### config.mk
export PLATFORM = sky130hd
export DESIGN_NAME = req_queue_bank
export DESIGN_NICKNAME = d
export VERILOG_FILES = /design/src/rtl/req_queue_bank.sv
export SDC_FILE = /design/constraint.sdc
export NUM_CORES = 1
export LEC_CHECK = 0
export CAP_MARGIN = 20
export CORE_MARGIN = 4
export CORE_UTILIZATION = 50
export CTS_BUF_LIST = sky130_fd_sc_hd__clkbuf_2
export DETAILED_ROUTE_END_ITERATION = 8
export PLACE_DENSITY = 0.81
export SLEW_MARGIN = 10
export SYNTH_ARGS = -nofsm -noshare
export SYNTH_HDL_FRONTEND = slang
export SYNTH_SLANG_ARGS = --single-unit
### constraint.sdc
create_clock -name clk -period 2.4 [get_ports clk]
set_clock_uncertainty 0.1 [all_clocks]
set_input_delay 0.6 -clock clk [delete_from_list [all_inputs] [get_ports clk]]
set_output_delay 0.6 -clock clk [all_outputs]
set_load 0.05 [all_outputs]
### src/rtl/req_queue_bank.sv
// Purpose : bank of per-requester FIFOs feeding a round-robin arbiter; a grant pops one word.
// Latency : push -> reqs 1 cycle; grant -> out_valid/out_data/out_src registered, 1 cycle.
// Backpres: push while full is dropped (full_o is registered); grants to empty queues are ignored.
//
// Ports
//   clk, rst            clock (rising edge) and asynchronous active-low reset
//   push_i/push_data_i  per-queue push strobe and data (queue i at [i*DW +: DW])
//   full_o / reqs_o     per-queue full and non-empty flags, decoded from registered counts
//   grants_i/any_grant_i  arbiter grant vector and its any-grant flag
//   out_valid_o/out_data_o/out_src_o  popped word, 1-cycle valid pulse, source index
//   err_o               (only with QBANK_ERR_STATUS_EN) sticky overflow [REQS-1:0]
//                       and spurious-grant [2*REQS-1:REQS] flags
//
// Optional feature: define QBANK_ERR_STATUS_EN to add err_o.

// Purpose : single-clock FIFO storage with pointer/count bookkeeping.
// Latency : write visible at head one cycle after push when empty.
// Backpres: none inside; the caller must only push when not full and pop when not empty.
module qbank_fifo #(
  parameter int DW    = 8,
  parameter int DEPTH = 4
) (
  input  logic                   clk,
  input  logic                   rst,
  input  logic                   push,
  input  logic [DW-1:0]          push_data,
  input  logic                   pop,
  output logic [DW-1:0]          head,
  output logic [$clog2(DEPTH):0] count
);

  localparam int AW = $clog2(DEPTH);

  logic [DW-1:0] mem [DEPTH];
  logic [AW-1:0] wr_ptr;
  logic [AW-1:0] rd_ptr;

  // DEPTH is a power of two, so pointers wrap DEPTH-1 -> 0 by natural overflow.
  always_ff @(posedge clk or negedge rst) begin
    if (!rst) begin
      wr_ptr <= '0;
      rd_ptr <= '0;
      count  <= '0;
    end else begin
      if (push) wr_ptr <= wr_ptr + 1'b1;
      if (pop)  rd_ptr <= rd_ptr + 1'b1;
      case ({push, pop})
        2'b10:   count <= count + 1'b1;
        2'b01:   count <= count - 1'b1;
        default: count <= count;
      endcase
    end
  end

  // Storage needs no reset: an entry is only read after it has been written,
  // because a pop requires a non-zero count.
  always_ff @(posedge clk) begin
    if (push) mem[wr_ptr] <= push_data;
  end

  assign head = mem[rd_ptr];

endmodule

module req_queue_bank #(
  parameter int REQS  = 4,
  parameter int DW    = 8,
  parameter int DEPTH = 4
) (
  input  logic                    clk,
  input  logic                    rst,
  input  logic [REQS-1:0]         push_i,
  input  logic [REQS*DW-1:0]      push_data_i,
  output logic [REQS-1:0]         full_o,
  output logic [REQS-1:0]         reqs_o,
  input  logic [REQS-1:0]         grants_i,
  input  logic                    any_grant_i,
  output logic                    out_valid_o,
  output logic [DW-1:0]           out_data_o,
  output logic [$clog2(REQS)-1:0] out_src_o
`ifdef QBANK_ERR_STATUS_EN
  ,
  output logic [2*REQS-1:0]       err_o
`endif
);

  localparam int SW = $clog2(REQS);
  localparam int CW = $clog2(DEPTH) + 1;

  logic [CW-1:0]   count [REQS];
  logic [DW-1:0]   head  [REQS];
  logic [REQS-1:0] push_acc;
  logic [REQS-1:0] pop_vec;
  logic [SW-1:0]   sel;
  logic            sel_hit;
  logic            pop_ok;

  // full_o is the pre-edge flag, so a push to a full queue is dropped even
  // when the same queue pops at this edge.
  assign push_acc = push_i & ~full_o;

  // Lowest set grant bit is the only candidate; a multi-hot grant never pops
  // a higher index, even if the lowest candidate turns out to be empty.
  always_comb begin
    sel     = '0;
    sel_hit = 1'b0;
    for (int i = REQS - 1; i >= 0; i--) begin
      if (grants_i[i]) begin
        sel     = SW'(i);
        sel_hit = 1'b1;
      end
    end
  end

  // reqs_o is registered state, so a same-edge push to an empty queue is not
  // visible here and the grant is ignored (no bypass).
  assign pop_ok = any_grant_i & sel_hit & reqs_o[sel];

  always_comb begin
    pop_vec = '0;
    if (pop_ok) pop_vec[sel] = 1'b1;
  end

  for (genvar g = 0; g < REQS; g++) begin : g_q
    qbank_fifo #(
      .DW    (DW),
      .DEPTH (DEPTH)
    ) u_fifo (
      .clk       (clk),
      .rst       (rst),
      .push      (push_acc[g]),
      .push_data (push_data_i[g*DW +: DW]),
      .pop       (pop_vec[g]),
      .head      (head[g]),
      .count     (count[g])
    );

    assign reqs_o[g] = (count[g] != '0);
    assign full_o[g] = (count[g] == CW'(DEPTH));
  end

  // Data and source hold their last values between pops; only valid pulses.
  always_ff @(posedge clk or negedge rst) begin
    if (!rst) begin
      out_valid_o <= 1'b0;
      out_data_o  <= '0;
      out_src_o   <= '0;
    end else begin
      out_valid_o <= pop_ok;
      if (pop_ok) begin
        out_data_o <= head[sel];
        out_src_o  <= sel;
      end
    end
  end

`ifdef QBANK_ERR_STATUS_EN
  logic [REQS-1:0] ovf_evt;
  logic [REQS-1:0] spur_evt;

  // Spurious grant is flagged per bit, independent of the lowest-index pick.
  assign ovf_evt  = push_i & full_o;
  assign spur_evt = grants_i & ~reqs_o & {REQS{any_grant_i}};

  always_ff @(posedge clk or negedge rst) begin
    if (!rst) begin
      err_o <= '0;
    end else begin
      err_o <= err_o | {spur_evt, ovf_evt};
    end
  end
`endif

endmodule

==> summary.md <==
| Metric | Value |
|---|---|
| Status | `finished, violations left` |
| Failing checks | `negative setup slack` |
| Pre-CTS setup slack | `-0.921 ns` |
| Tmin final | `2.51 ns` |
| Post-Syn Nets | `467` |
| Antenna Cells | `0` |
| Row count | `42` |
| Pre-antenna DRT Iters | `6` |
| RSZ-0062 raised after global routing | `true` |
| WL per Instance | `19.7 um` |
| Vias per cell | `about 5.5` |
| Setup TNS | `-0.351 ns` |
| Top-area cell type share of the netlist area | `0.551` |
| Netlist Area Pre-Place | `about 0.007 mm2` |
| Leak pwr | `0.00328 uW` |
| Initial antenna violation count | `0` |
| GR Util All Layers | `0.186` |
| Die Area | `0.0159 mm2` |
| Core Area | `0.0135 mm2` |
| Maximum VDD drop | `0.600 mV` |
| Cell taking the most area after synthesis | `edfxtp_1` |
| CTS H-tree lvls | `4` |
| Least-Margin Pin Slew | `0.534 ns` |
| Synth-to-layout area growth | `25.6%` |
| Layout cell share with drive strength beyond 1 | `0.351` |
| Seq/Total Area, Yosys | `0.691` |
| Cells after synthesis | `400` |
| R2R cell count | `10` |
| Reg-to-reg setup timing slack | `-0.06 ns` |
| Startpoint types | `input port` |
| Post-place instance area | `around 0.0083 mm2` |
| IO Port Bufs | `61` |
| Setup CP Type | `input port to flop` |
| DRT antenna net count | `0` |
| Mean Syn Cell Area | `17.4 um2` |
| Post-route DRC violation count | `0` |
| Final hold viol count | `0` |
| Crit Path Max Fanout | `7` |
| Post-synthesis async set-or-reset flop share | `0.234` |
| Required time worst endpoint | `just under 3 ns` |
| Fmax | `0.398 GHz` |
| Ys Warns | `0` |
| First-pass GRT wire length | `22.4 mm` |
| Clk_lat worst skew | `approximately 0.7 ns` |
| Reg2reg start | `g_q[3].u_fifo.count[0]` |
| RePlAce Congestion | `0.780` |
| Slew Viols, Final | `0` |
| Synth Flop Type | `edfxtp_1` |
| Hold Path Class | `input port to asynchronous set/reset pin` |
| Largest net degree at the start of global routing | `22` |
| Setup Viol. Count Final | `6` |
| PwrDens | `1120 mW/mm2` |
| Chip height | `126 um` |
| Dpl hpwl | `10.3 mm` |
| Flop and latch count out of synthesis | `167` |
| Layout fillers | `between 900 and 1k` |
| Number of global-route vias before repair | `4,094` |
| EDFF count, synth | `128` |
| Max-slew headroom at the worst pin | `0.644` |
| Clock net sink count | `between 150 and 200` |
| CP endpoint kind | `flop` |
| Most common cell after layout, fill and taps aside | `edfxtp_1` |
| Worst r2r dst | `g_q[2].u_fifo.count[2]` |
| Die X | `~130 um` |
| Most frequent cells in the layout | `edfxtp_1, buf_4, dfrtp_1, clkdlybuf4s50_1, mux4_2` |
| Crit share post-route | `1.05` |
| Clk buf depth | `2` |
| Net count, final | `approximately 600` |
| Clock root cell | `clkbuf_2` |
| Largest cells by area after synthesis | `edfxtp_1, dfrtp_1, mux4_2, ha_1, inv_1` |
| Iteration-0 DRC Markers | `312` |
| IO Count | `62` |
| Initial core utilization | `0.519` |
| Count of unique library cells instantiated by Yosys | `40` |
| CTS Buf Count | `17` |
| DR vias | `around 3.9k` |
| Worst setup margin | `-0.113 ns` |
| Worst path arrival time | `3.05 ns` |
| TritonCTS clock tree | `yes` |
| Design area | `0.00876 mm2` |
| Max Cap Viol | `0` |
| Drt total wl | `14.2 mm` |
| CTS clk-pin slew, worst paths | `0.21 ns` |
| Grt total ovfl | `0` |
==> final cells by class <==
| class | count | area [um2] | area share |
|---|---|---|---|
| inverters | 29 | 111 | 0.0127 |
| clock buffers | 21 | 105 | 0.0120 |
| well taps | 176 | 220 | 0.0251 |
| repair buffers | 133 | 1320 | 0.150 |
| flip-flops and latches | 167 | 4820 | 0.550 |
| multi-input cells | 186 | 2080 | 0.237 |
| clock inverters | 11 | 109 | 0.0124 |
==> Yosys cell counts (4+ instances only) <==
master,count
xor2_1,12
nor2b_1,5
nand2_1,6
xnor2_1,12
clkbuf_1,5
buf_4,4
buf_2,4
inv_1,29
o21ai_0,5
a22oi_1,13
fa_1,4
a31oi_1,5
and3_1,4
edfxtp_1,128
a21oi_1,5
and2_1,16
nor2_1,17
dfrtp_1,39
mux4_2,32
ha_1,20
nor3_1,5
==> kinds of logic (layout without fill, tap and decap cells) <==
group	count (synthesis)	after routing	synth area share
compound gates	36	36	0.0387
buf+inv	47	194	0.0303
fa+ha+maj	24	24	0.0473
xor+xnor	24	24	0.0301
mux	36	36	0.109
flops	167	167	0.691
simple gates	66	66	0.0536
==> sequential cells by signal, indices dropped and copies added, names as in the netlist <==
register / count
out_src_o: 2
out_valid_o: 1
g_q.u_fifo.rd_ptr: 8
g_q.u_fifo.count: 12
out_data_o: 8
g_q.u_fifo.wr_ptr: 8
g_q.u_fifo.mem: 128
==> routing by layer <==
metal	track usage	part of all wire	vias up
li1	-	-	1770
met1	0.240	0.41	1996
met2	0.296	0.50	147
met3	0.0538	0.061	33
met4	0.0776	0.034	0
met5	0	0	-
==> worst max-delay path by stage <==
stage | cells past startpoint | endpoint | slack (ns) | from
floorplan | 11 | g_q[0].u_fifo.count[2] | -0.20 | grants_i[0]
global placement | 11 | g_q[0].u_fifo.count[2] | -0.79 | grants_i[1]
detailed placement | 11 | g_q[0].u_fifo.count[2] | -0.92 | grants_i[1]
CTS | 4 | reqs_o[3] | -0.09 | g_q[3].u_fifo.count[2]
global route | 10 | g_q[3].u_fifo.count[2] | -0.18 | g_q[3].u_fifo.count[0]
finish | 11 | g_q[2].u_fifo.count[2] | -0.11 | grants_i[3]
==> worst max-delay path: stages <==
cell	delay, ns
clkdlybuf4s50_1	0.46
nor4b_4	0.16
a21o_4	0.23
a211oi_4	0.36
and2_4	0.24
ha_4	0.14
inv_2	0.03
fa_2	0.32
xor2_1	0.16
nor2_1	0.16
xor2_1	0.17
==> through the flow <==
stage | power [uW] | hold slack, ns | util | std cells
finish | 9810 | 0.275 | 0.651 | 723
CTS | 9750 | 0.224 | 0.645 | 714
detailed placement | 8160 | 0.393 | 0.617 | 673
floorplan | 6660 | 0.204 | - | 400
global placement | 7960 | 0.363 | 0.617 | 673
global route | 10400 | 0.210 | 0.651 | 723
==> report_power, final <==
part	switching (uW)	internal, uW	leakage [uW]
registers	522	3910	0.00163
logic	2060	1960	0.00151
clock network	889	476	0.000132
==> repair_timing <==
item | in CTS | in global routing
gates cloned | 0 | 0
setup buffers | 8 | 9
pin swaps | 10 | 9
hold buffers | 1 | 0
resized for setup | 59 | 22
setup endpoints to repair | 23 | 20
hold endpoints to repair | 19 | 0
No activity file was read; power rests on OpenSTA's default activity.
